**src/rtl/mem_loader_pkg.sv**
```systemverilog
// rtl/mem_loader_pkg.sv - state encodings, default depths and header layout for mem_loader
package mem_loader_pkg;

  typedef enum logic [2:0] {
    ST_IDLE   = 3'd0,
    ST_HDR_D  = 3'd1,
    ST_HDR_I  = 3'd2,
    ST_LOAD_D = 3'd3,
    ST_LOAD_I = 3'd4,
    ST_CHK    = 3'd5,
    ST_DONE   = 3'd6,
    ST_ERR    = 3'd7
  } state_t;

  localparam int DEF_I_DEPTH = 1024;
  localparam int DEF_D_DEPTH = 1024;
  localparam int IDX_W       = 11;

  // Header word positions within the stream.
  localparam int HDR_ND_POS  = 0;
  localparam int HDR_NI_POS  = 1;

  function automatic logic [IDX_W+1:0] word_byte_addr(input logic [IDX_W-1:0] idx);
    return {idx, 2'b00};
  endfunction

endpackage

```
**src/rtl/loader_checksum.sv**
```systemverilog
// rtl/loader_checksum.sv - modular-sum accumulator with clear and add-enable
module loader_checksum #(
  parameter int WIDTH = 32
) (
  input  logic             clk,
  input  logic             rst,
  input  logic             clr,
  input  logic             add_en,
  input  logic [WIDTH-1:0] din,
  output logic [WIDTH-1:0] sum
);

  logic [WIDTH-1:0] sum_q, sum_d;

  always_comb begin
    sum_d = sum_q;
    if (clr) begin
      sum_d = '0;
    end else if (add_en) begin
      sum_d = sum_q + din;
    end
  end

  always_ff @(posedge clk or negedge rst) begin
    if (!rst) begin
      sum_q <= '0;
    end else begin
      sum_q <= sum_d;
    end
  end

  assign sum = sum_q;

endmodule

```
**src/rtl/mem_loader.sv**
```systemverilog
// rtl/mem_loader.sv - boot loader streaming header, data and instruction images into BRAM write ports
// Optional trailing checksum word is enabled by defining LOADER_CHECKSUM_EN.
module mem_loader
  import mem_loader_pkg::*;
#(
  parameter int DATA_WIDTH = 32,
  parameter int ADDR_WIDTH = 12,
  parameter int I_DEPTH    = DEF_I_DEPTH,
  parameter int D_DEPTH    = DEF_D_DEPTH
) (
  input  logic                  clk,
  input  logic                  rst,
  input  logic                  start,
  input  logic                  s_valid,
  input  logic [DATA_WIDTH-1:0] s_data,
  output logic                  s_ready,
  output logic [ADDR_WIDTH-1:0] i_w_addr,
  output logic [DATA_WIDTH-1:0] i_w_dat,
  output logic                  i_w_enb,
  output logic [3:0]            i_w_byte_enb,
  output logic [ADDR_WIDTH-1:0] d_w_addr,
  output logic [DATA_WIDTH-1:0] d_w_dat,
  output logic                  d_w_enb,
  output logic [3:0]            d_w_byte_enb,
  output logic                  cpu_hold,
  output logic                  d_init_done,
  output logic                  done,
  output logic                  error
);

  localparam logic [DATA_WIDTH-1:0] D_LIM = DATA_WIDTH'(D_DEPTH);
  localparam logic [DATA_WIDTH-1:0] I_LIM = DATA_WIDTH'(I_DEPTH);

`ifdef LOADER_CHECKSUM_EN
  localparam state_t FINAL_ST = ST_CHK;
`else
  localparam state_t FINAL_ST = ST_DONE;
`endif

  state_t                state_q, state_d;
  logic [IDX_W-1:0]      idx_q, idx_d;
  logic [IDX_W-1:0]      nd_q, nd_d;
  logic [IDX_W-1:0]      ni_q, ni_d;
  logic                  done_q, done_d;
  logic                  wr_d, wr_i;
  logic                  d_w_enb_q, d_w_enb_d, i_w_enb_q, i_w_enb_d;
  logic [ADDR_WIDTH-1:0] d_w_addr_q, d_w_addr_d, i_w_addr_q, i_w_addr_d;
  logic [DATA_WIDTH-1:0] d_w_dat_q, d_w_dat_d, i_w_dat_q, i_w_dat_d;
  logic [ADDR_WIDTH-1:0] cur_addr;
  logic                  last_word;

  assign cur_addr  = ADDR_WIDTH'(word_byte_addr(idx_q));

`ifdef LOADER_CHECKSUM_EN
  logic [DATA_WIDTH-1:0] chk_sum;
  logic                  chk_clr;

  assign chk_clr = start && (state_q == ST_IDLE || state_q == ST_DONE || state_q == ST_ERR);

  loader_checksum #(.WIDTH(DATA_WIDTH)) u_checksum (
    .clk    (clk),
    .rst    (rst),
    .clr    (chk_clr),
    .add_en (wr_d | wr_i),
    .din    (s_data),
    .sum    (chk_sum)
  );
`endif

  always_comb begin
    state_d   = state_q;
    idx_d     = idx_q;
    nd_d      = nd_q;
    ni_d      = ni_q;
    s_ready   = 1'b0;
    wr_d      = 1'b0;
    wr_i      = 1'b0;
    last_word = 1'b0;
    case (state_q)
      ST_IDLE, ST_DONE, ST_ERR: begin
        if (start) begin
          state_d = ST_HDR_D;
          idx_d   = '0;
        end
      end
      ST_HDR_D: begin
        s_ready = 1'b1;
        if (s_valid) begin
          nd_d    = s_data[IDX_W-1:0];
          state_d = (s_data > D_LIM) ? ST_ERR : ST_HDR_I;
        end
      end
      ST_HDR_I: begin
        s_ready = 1'b1;
        if (s_valid) begin
          ni_d = s_data[IDX_W-1:0];
          if (s_data > I_LIM)        state_d = ST_ERR;
          else if (nd_q != '0)       state_d = ST_LOAD_D;
          else if (s_data == '0)     state_d = FINAL_ST;
          else                       state_d = ST_LOAD_I;
        end
      end
      ST_LOAD_D: begin
        s_ready = 1'b1;
        if (s_valid) begin
          wr_d      = 1'b1;
          last_word = (idx_q == nd_q - IDX_W'(1));
          idx_d     = last_word ? '0 : idx_q + IDX_W'(1);
          if (last_word) state_d = (ni_q == '0) ? FINAL_ST : ST_LOAD_I;
        end
      end
      ST_LOAD_I: begin
        s_ready = 1'b1;
        if (s_valid) begin
          wr_i      = 1'b1;
          last_word = (idx_q == ni_q - IDX_W'(1));
          idx_d     = last_word ? '0 : idx_q + IDX_W'(1);
          if (last_word) state_d = FINAL_ST;
        end
      end
`ifdef LOADER_CHECKSUM_EN
      ST_CHK: begin
        s_ready = 1'b1;
        if (s_valid) state_d = (s_data == chk_sum) ? ST_DONE : ST_ERR;
      end
`endif
      default: begin
        state_d = ST_IDLE;
      end
    endcase

    d_w_enb_d  = wr_d;
    d_w_addr_d = wr_d ? cur_addr : d_w_addr_q;
    d_w_dat_d  = wr_d ? s_data : d_w_dat_q;
    i_w_enb_d  = wr_i;
    i_w_addr_d = wr_i ? cur_addr : i_w_addr_q;
    i_w_dat_d  = wr_i ? s_data : i_w_dat_q;

    // Lags DONE entry by a cycle so the final strobe lands before the datapath owns the port.
    done_d = (state_q == ST_DONE) && (state_d == ST_DONE);
  end

  always_ff @(posedge clk or negedge rst) begin
    if (!rst) begin
      state_q    <= ST_IDLE;
      idx_q      <= '0;
      nd_q       <= '0;
      ni_q       <= '0;
      done_q     <= 1'b0;
      d_w_enb_q  <= 1'b0;
      d_w_addr_q <= '0;
      d_w_dat_q  <= '0;
      i_w_enb_q  <= 1'b0;
      i_w_addr_q <= '0;
      i_w_dat_q  <= '0;
    end else begin
      state_q    <= state_d;
      idx_q      <= idx_d;
      nd_q       <= nd_d;
      ni_q       <= ni_d;
      done_q     <= done_d;
      d_w_enb_q  <= d_w_enb_d;
      d_w_addr_q <= d_w_addr_d;
      d_w_dat_q  <= d_w_dat_d;
      i_w_enb_q  <= i_w_enb_d;
      i_w_addr_q <= i_w_addr_d;
      i_w_dat_q  <= i_w_dat_d;
    end
  end

  assign d_w_enb      = d_w_enb_q;
  assign d_w_addr     = d_w_addr_q;
  assign d_w_dat      = d_w_dat_q;
  assign d_w_byte_enb = {4{d_w_enb_q}};
  assign i_w_enb      = i_w_enb_q;
  assign i_w_addr     = i_w_addr_q;
  assign i_w_dat      = i_w_dat_q;
  assign i_w_byte_enb = {4{i_w_enb_q}};
  assign done         = done_q;
  assign d_init_done  = done_q;
  assign cpu_hold     = ~done_q;
  assign error        = (state_q == ST_ERR);

endmodule

```
**config.mk**
```make
export PLATFORM = sky130hd
export DESIGN_NAME = mem_loader
export DESIGN_NICKNAME = d
export VERILOG_FILES = /design/src/rtl/mem_loader_pkg.sv /design/src/rtl/loader_checksum.sv /design/src/rtl/mem_loader.sv
export SDC_FILE = /design/constraint.sdc
export NUM_CORES = 1
export LEC_CHECK = 0
export ABC_CLOCK_PERIOD_IN_PS = 6000
export BUFFER_PORTS_ARGS = -buffer_cell sky130_fd_sc_hd__buf_2
export CAP_MARGIN = 20
export CORE_ASPECT_RATIO = 1.75
export CORE_MARGIN = 2
export CORE_UTILIZATION = 58
export DETAILED_ROUTE_END_ITERATION = 10
export PLACE_DENSITY = 0.85
export SLEW_MARGIN = 25
export SYNTH_ARGS = -nofsm -noshare
export SYNTH_HDL_FRONTEND = slang
export SYNTH_SLANG_ARGS = --single-unit
```
**constraint.sdc**
```tcl
create_clock -name clk -period 6 [get_ports clk]
set_clock_uncertainty 0.2 [all_clocks]
set_input_delay 1.2 -clock clk [delete_from_list [all_inputs] [get_ports clk]]
set_output_delay 1.2 -clock clk [all_outputs]
set_load 0.01 [all_outputs]
```
-- Yosys cells after proc, flatten, opt, wreduce, memory -nomap -nowiden
Cells that the tools add are included.
- add/subtract/negate cells: 3
- order comparisons: 1
- eq/ne operators: 12
- muxes and demuxes: 23
- bitwise operators: 1
- reductions and logical operators: 11
- operators with widths (kind ; count):
    11-bit 2-to-1 mux ; 5
    11-bit case mux with 3 select lines ; 1
    32-bit by 11-bit greater-than comparator with 1-bit output, second input constant ; 1
    32-bit logical NOT ; 1
    3-bit 2-to-1 mux ; 10
    11-bit == test ; 2
    11-bit by 1-bit subtractor with 11-bit output, second input constant ; 2
    3-bit case mux with 5 select lines ; 1
    3-bit == test, second input constant ; 4
    11-bit by 1-bit adder with 11-bit output, second input constant ; 1
    11-bit logical NOT ; 1
    11-bit nonzero test ; 1
    3-bit by 2-bit == test with 1-bit output, second input constant ; 2
    2-bit != test, second input constant ; 3
    1-bit 2-to-1 mux ; 4
    2-bit 2-to-1 mux ; 2
    2-bit AND reduction ; 2
    4-bit AND reduction ; 1
    4-bit OR reduction ; 1
    3-bit by 1-bit == test with 1-bit output, second input constant ; 1
    3-bit logical NOT ; 1
    3-bit nonzero test ; 1
    3-bit OR reduction ; 1
    1-bit logical AND ; 1
    1-bit NOT ; 1
- register bits after elaboration: 123
- input bits: 36
- output and inout bits: 103
- logic and storage cells: 62

-- Depth between registers and ports, before layout
Gate-level depths: netlist (run 1).
- depth after elaboration: 8
- mapped depth: 10

-- Least setup slack after synthesis (run 1)
No wires, ideal clock.
- path kind: flip-flop to flip-flop
- start point: register nd_q[3]
- end point: register idx_q[10]
- library setup time: 139 ps
- arrival: 2562 ps
- data required time: 5661 ps
- setup slack: 3099 ps
- cell stages (with the launch flop): 10
- buffers on the path: 2
- clock period less this slack: 2901 ps
- path through: dfrtp_1 -> buf_6 -> or4_4 -> o32a_1 -> o22ai_2 -> o211ai_1 -> or4b_4 -> a22oi_2 -> buf_6 -> a21oi_2
- longest elaborated chain between the ends: 5
- ends and longest elaborated chain (element ; line ; RTL):
    start: declaration ; mem_loader.sv:42 ; logic [IDX_W-1:0] nd_q, nd_d;
    start signal: assignment ; mem_loader.sv:159 ; nd_q <= nd_d;
    11-bit by 1-bit subtractor with 11-bit output ; mem_loader.sv:107 ; last_word = (idx_q == nd_q - IDX_W'(1));
    11-bit == test ; mem_loader.sv:107 ;
    11-bit 2-to-1 mux ; mem_loader.sv:108 ; idx_d = last_word ? '0 : idx_q + IDX_W'(1);
    11-bit 2-to-1 mux ; mem_loader.sv:105 ; if (s_valid) begin
    11-bit case mux with 3 select lines ; mem_loader.sv:79 ; case (state_q)
    end signal: assignment ; mem_loader.sv:158 ; idx_q <= idx_d;
    end: declaration ; mem_loader.sv:41 ; logic [IDX_W-1:0] idx_q, idx_d;
Every way passes these cells. The select of a mux whose other input is x is not followed.
A chain may end at the register's enable or synchronous reset.

-- Worst setup path after layout (run 1)
- start point: register ni_q[0]
- end point: register idx_q[0]
- longest elaborated chain between the ends: 5
- ends and longest elaborated chain (element ; line ; RTL):
    start: declaration ; mem_loader.sv:43 ; logic [IDX_W-1:0] ni_q, ni_d;
    start signal: assignment ; mem_loader.sv:160 ; ni_q <= ni_d;
    11-bit by 1-bit subtractor with 11-bit output ; mem_loader.sv:116 ; last_word = (idx_q == ni_q - IDX_W'(1));
    11-bit == test ; mem_loader.sv:116 ;
    11-bit 2-to-1 mux ; mem_loader.sv:117 ; idx_d = last_word ? '0 : idx_q + IDX_W'(1);
    11-bit 2-to-1 mux ; mem_loader.sv:114 ; if (s_valid) begin
    11-bit case mux with 3 select lines ; mem_loader.sv:79 ;
Every way passes these cells. The select of a mux whose other input is x is not followed.

==> metrics.yaml, run 1 <==
yosys:
  synth.most_common_cell: "nand2_1"
  synth_top_area_cell: "dfrtp_1"
  syn_avg_cell_area_um2: 10.3
  synth_cell_types: 57
  synth_edf_count: 0
  synthArstFlopShare: 1.00
  synth-seq-cells: 123
  synth-warning-count: 0
  synth_common_cells: "nand2_1, dfrtp_1, mux2_2"
  syn_inst: 588
  synth_area_leaders: "dfrtp_1, mux2_2, nand2_1"
  synth_ff_type: "dfrtp_1"
  synth_top_area_frac: 0.510
  synthesis.area_um2: 6030
  ys_seq_area_frac: 0.510
clock_tree:
  clock_sinks: 123
  cts_tree: "built"
  clockRootBuffer: "clkbuf_16"
  clock_path_buffers: 2
  postCtsResizedCells: 0
  htreeDepth: 4
  numCtsBuffers: 17
  cts_setup_buffers: 0
  clkTransAtPathRegs_ps: 60
  clk_latency_ps: 420
  postCtsHoldBufs: 0
floorplan:
  core_um2: 10200
  fp.dieW_um: 81.1
  dieArea_um2: 11300
  die_h_um: 139
  start_util: 0.592
  pin_count: 139
  num_rows: 49
power_and_ir_drop:
  p_leak_nw: 3.59
  p_per_area_nw_per_um2: 541
  ir_drop_v: 0.000340
sta:
  fmax_ghz: 0.262
  slew_headroom: 0.371
  hold_viol_final: 0
  finalSetupViolCount: 0
  worstMarginPinSlew_ps: 937
  holdWs_ps: 269
  setup_tns_ps: 0
  layout_min_cycle_time_ps: 3810
  slew_viol_final: 0
  fin_ws_ps: 2190
  finalCritPeriodShare: 0.636
  rsz0062_at_grt: "no"
critical_path:
  worstPathRequired_ps: 6060
  worstPathMaxFanout: 11
  worstSetupEndpointType: "flop"
  crit_arrival_ps: 3880
  path_class: "flop to flop"
  cp-start-kind: "flop"
  reg2reg_depth: 9
detailed_routing:
  num_vias: 4988
  vias_per_cell: 5.92
  drt_iter0_drc: 460
  first_pass_iters: 5
  routed_wl_mm: 16.1
  ant_nets: 0
  drc: 0
  routedWlPerCell_um: 19.1
global_routing:
  grt_start_max_net_pins: 77
  grt_pass1_vias: 5103
  antenna_found_initial: 0
  grt_pass1_wl_mm: 25.7
  grtUsageTotal: 0.303
  grt-ovfl-total: 0
cells_and_area:
  fin_nets: 741
  antenna-diode-count: 0
  fin_area_um2: 7240
  area_growth_pct: 20.1
  layout-drive-gt1-share: 0.347
  final_util: 0.712
outcome:
  status: "completed"
run:
  drv_cap: 0
placement:
  post_dp_cell_area_um2: 6620
  dpl.hpwl_mm: 10.8
  post-place-ws_ps: 2330
  gp_congestion: 0.931
  io_buffers: 134
hold_path:
  hold_class: "flop to flop"
  worstHoldPathCells: 2
## kinds of logic (layout without fill, tap and decap cells)
logic type | Yosys count | count (layout) | share of synthesized area
mux | 61 | 61 | 0.113
simple gates | 230 | 230 | 0.175
fa+ha+maj | 3 | 3 | 0.00623
flops | 123 | 123 | 0.510
buf+inv | 61 | 185 | 0.0587
other cells | 1 | 4 | 0.000622
xor+xnor | 32 | 32 | 0.0465
compound gates | 77 | 77 | 0.0888
## power breakdown
group	leakage, nW	switching, mW	internal [mW]
clock	0.304	0.383	0.696
sequential	1.56	0.292	1.14
combinational	1.72	0.797	0.611
total	3.59	1.47	2.45
## worst max-delay path, cell delays in order (launching register included)
cell and delay (ps):
dfrtp_1 430, inv_1 120, ha_1 290, nor3b_1 770, nand2b_1 180, or3_1 380, a32oi_1 200, nand4_1 170
a22oi_2 710, o21ai_0 200
## state kept, by name, summed over array words and instances (netlist names)
register and flops:
d_init_done 1, idx_q 11, d_w_dat 32, i_w_dat 32
d_w_enb 1, d_w_addr 10, ni_q 11, state_q 3
i_w_enb 1, i_w_addr 10, nd_q 11
## cell usage in the layout (no fill, tap or decap), types with 3 or more instances in the layout
master     synthesis  routed
nand2_1          139     139
a211oi_1           3       3
xnor2_1           16      16
conb_1             1       4
a21oi_1           10      10
inv_1             14      13
a21o_1             4       4
mux2i_1            3       3
o211ai_1           5       5
nor4_1             9       9
buf_2              0     133
o21ai_0           23      23
nor2_1            18      18
clkinv_4           0       5
a31oi_1            3       3
nand4_1            8       8
and2_1             4       3
nor3_1            11      11
and4_1             3       3
nand2b_1           5       5
ha_1               3       3
mux2_2            58      58
nor3b_1            3       3
and3_1             3       3
xor2_1            16      16
nand3_1           15      14
clkbuf_16          0      17
clkinv_2           0       3
a21oi_2           10      10
buf_4             17       5
bufinv_16          0       4
dfrtp_1          123     123
## final cells by class
type / instances / area (µm²)
clock inverters: 14 / 195
well taps: 127 / 159
repair buffers: 139 / 714
inverters: 14 / 52.6
multi-input cells: 407 / 2620
clock buffers: 18 / 429
flip-flops and latches: 123 / 3080
fillers: 747 / 2930
## stage by stage
stage	std cells	power, mW
finish	842	3.92
global route	842	4.13
CTS	842	3.92
detailed placement	810	2.80
global placement	810	2.72
floorplan	591	2.33
## final timing paths
path	start	end	slack, ps
max reg2reg	ni_q[0]$_DFFE_PN0P_	idx_q[0]$_DFFE_PN0P_	2190
min in group asynchronous	rst	i_w_dat[19]$_DFFE_PN0P_	600
min reg2reg	d_w_dat[12]$_DFFE_PN0P_	d_w_dat[12]$_DFFE_PN0P_	270
max in group asynchronous	rst	i_w_addr[8]$_DFFE_PN0P_	3900
max	ni_q[0]$_DFFE_PN0P_	idx_q[0]$_DFFE_PN0P_	2190
min	d_w_dat[12]$_DFFE_PN0P_	d_w_dat[12]$_DFFE_PN0P_	270
## metal layers
layer,share of wire,track usage,vias up
li1,-,-,2220
met1,0.35,0.334,2461
met2,0.54,0.512,230
met3,0.057,0.0742,77
met4,0.055,0.182,0
met5,0,0,-
(Power assumes the default switching activity.)
==> run 2: changes to the inputs <==
--- a/config.mk
+++ b/config.mk
@@ -5,14 +5,14 @@
 export SDC_FILE = /design/constraint.sdc
 export NUM_CORES = 1
 export LEC_CHECK = 0
-export ABC_CLOCK_PERIOD_IN_PS = 6000
+export ABC_CLOCK_PERIOD_IN_PS = 3300
 export BUFFER_PORTS_ARGS = -buffer_cell sky130_fd_sc_hd__buf_2
 export CAP_MARGIN = 20
 export CORE_ASPECT_RATIO = 1.75
 export CORE_MARGIN = 2
-export CORE_UTILIZATION = 58
+export CORE_UTILIZATION = 49
 export DETAILED_ROUTE_END_ITERATION = 10
-export PLACE_DENSITY = 0.85
+export PLACE_DENSITY = 0.77
 export SLEW_MARGIN = 25
 export SYNTH_ARGS = -nofsm -noshare
 export SYNTH_HDL_FRONTEND = slang
==> constraint.sdc (replaced) <==
create_clock -name clk -period 3.3 [get_ports clk]
set_clock_uncertainty 0.2 [all_clocks]
set_input_delay 0.66 -clock clk [delete_from_list [all_inputs] [get_ports clk]]
set_output_delay 0.66 -clock clk [all_outputs]
set_load 0.01 [all_outputs]
==> run 2 against run 1 <==
Compared with the run above: worst hold slack worse by 240 ps; count of clock-buffer cells in the layout down 1; non-clock buffer count up 12; clock power up 110%; cell count up 5.9%; fmax up 24%; design area up 3.5%; core utilization down 8.7 points; sequential share of layout area down 1.4 points; critical path type unchanged; critical endpoint unchanged; largest power group is now combinational logic.
==> metrics.yaml, run 2 (synthesis results as in run 1) <==
critical_path:
  cp-start-kind: "flop"
  crit_start: "nd_q[0]$_DFFE_PN0P_"
  worstPathRequired_ps: 3380
  crit_arrival_ps: 3150
  worstSetupEndpointType: "flop"
  path_class: "flop to flop"
  worstPathMaxFanout: 11
  worstReg2RegStart: "nd_q[0]$_DFFE_PN0P_"
power_and_ir_drop:
  p_leak_nw: 3.70
  ir_drop_v: 0.000623
  p_per_area_nw_per_um2: 992
floorplan:
  die_h_um: 151
  start_util: 0.502
  fp.dieW_um: 87.9
  num_rows: 53
  dieArea_um2: 13200
  pin_count: 139
  core_um2: 12000
hold_path:
  hold_class: "input pin to asynchronous set/reset pin"
placement:
  gp_congestion: 0.886
  dpl.hpwl_mm: 11.4
  io_buffers: 134
global_routing:
  grtUsageTotal: 0.256
  grt_pass1_wl_mm: 25.6
  antenna_found_initial: 0
  grt-ovfl-total: 0
  grt_pass1_vias: 5165
  grt_start_max_net_pins: 44
sta:
  layout_min_cycle_time_ps: 3070
  hold_viol_final: 0
  slew_headroom: 0.571
  setup_tns_ps: 0
  slew_viol_final: 0
  worstMarginPinSlew_ps: 643
  finalSetupViolCount: 0
  finalCritPeriodShare: 0.929
  holdWs_ps: 25.3
  rsz0062_at_grt: "no"
  fmax_ghz: 0.326
detailed_routing:
  drt_iter0_drc: 236
  drc: 0
  ant_nets: 0
  routed_wl_mm: 16.2
  first_pass_iters: 5
  num_vias: 4972
  routedWlPerCell_um: 18.1
  vias_per_cell: 5.57
clock_tree:
  numCtsBuffers: 17
  clk_latency_ps: 410
  cts_tree: "built"
  htreeDepth: 4
  postCtsHoldBufs: 0
  clkTransAtPathRegs_ps: 60
  cts_setup_buffers: 0
  postCtsResizedCells: 0
  clock_path_buffers: 2
  clock_sinks: 123
  clockRootBuffer: "clkbuf_16"
cells_and_area:
  final_common_cell: "nand2_1"
  area_growth_pct: 24.3
  antenna-diode-count: 0
  mostFrequentLayoutCells: "nand2_1, buf_2, dfrtp_1, mux2_2, o21ai_0"
  layout-drive-gt1-share: 0.358
  fin_nets: 753
outcome:
  status: "completed"
run:
  drv_cap: 0
==> run 2: cell count changes in the layout (fill, tap and decap cells not counted), moves of 3 or more <==
cell,before,now
clkinv_4,5,1
bufinv_16,4,7
clkinv_2,3,0
buf_4,5,15
buf_12,0,3
inv_6,1,5
==> run 2: metal layers <==
| metal | track usage | up-vias | routed length, µm |
|---|---|---|---|
| met5 | 0 | - | 0 |
| met4 | 0.141 | 0 | 798 |
| met3 | 0.0620 | 56 | 802 |
| met2 | 0.450 | 204 | 8760 |
| met1 | 0.276 | 2460 | 5790 |
| li1 | - | 2252 | - |
==> run 2: worst paths after layout <==
path	end	slack [ps]	cells after the start
worst min register to register	d_w_addr[4]$_DFFE_PN0P_	270	2
min in group clk	d_w_addr[4]$_DFFE_PN0P_	270	2
max in group asynchronous	i_w_addr[8]$_DFFE_PN0P_	2120	2
worst max register to register	idx_q[0]$_DFFE_PN0P_	230	8
worst min-delay path	d_w_addr[10]$_DFFE_PN0P_	30	1
worst max-delay path	idx_q[0]$_DFFE_PN0P_	230	8
==> run 2: critical path: stages, from the launching register on <==
cell and delay (ps):
dfrtp_1 420, or3_4 400, or4_1 490, a211oi_2 260
nand3_1 100, or4b_4 550, a22oi_2 230, buf_12 180
o21ai_0 90
==> run 2: area by class of cell <==
class	count	area, µm²
fillers	961	4510
clock inverters	15	282
well taps	165	206
clock buffers	17	425
repair buffers	151	838
flip-flops and latches	123	3080
inverters	14	52.6
multi-input cells	407	2620
==> run 2: report_power, final <==
| part | switching, mW | leakage [nW] | internal (mW) |
|---|---|---|---|
| clock | 0.725 | 0.341 | 1.51 |
| sequential | 0.500 | 1.56 | 2.08 |
| combinational | 1.44 | 1.80 | 1.18 |
==> run 2: through the flow <==
stage / cell area (µm²) / power [mW] / worst slack [ps] / cells / util
after floorplan: 6040 / 4.24 / 399 / 591 / -
after global placement: 6790 / 5.06 / 288 / 860 / 0.566
after detailed placement: 6790 / 5.19 / 250 / 860 / 0.566
after CTS: 7500 / 7.47 / 230 / 892 / 0.625
after global routing: 7500 / 7.86 / 104 / 892 / 0.625
final: 7500 / 7.44 / 234 / 892 / 0.625
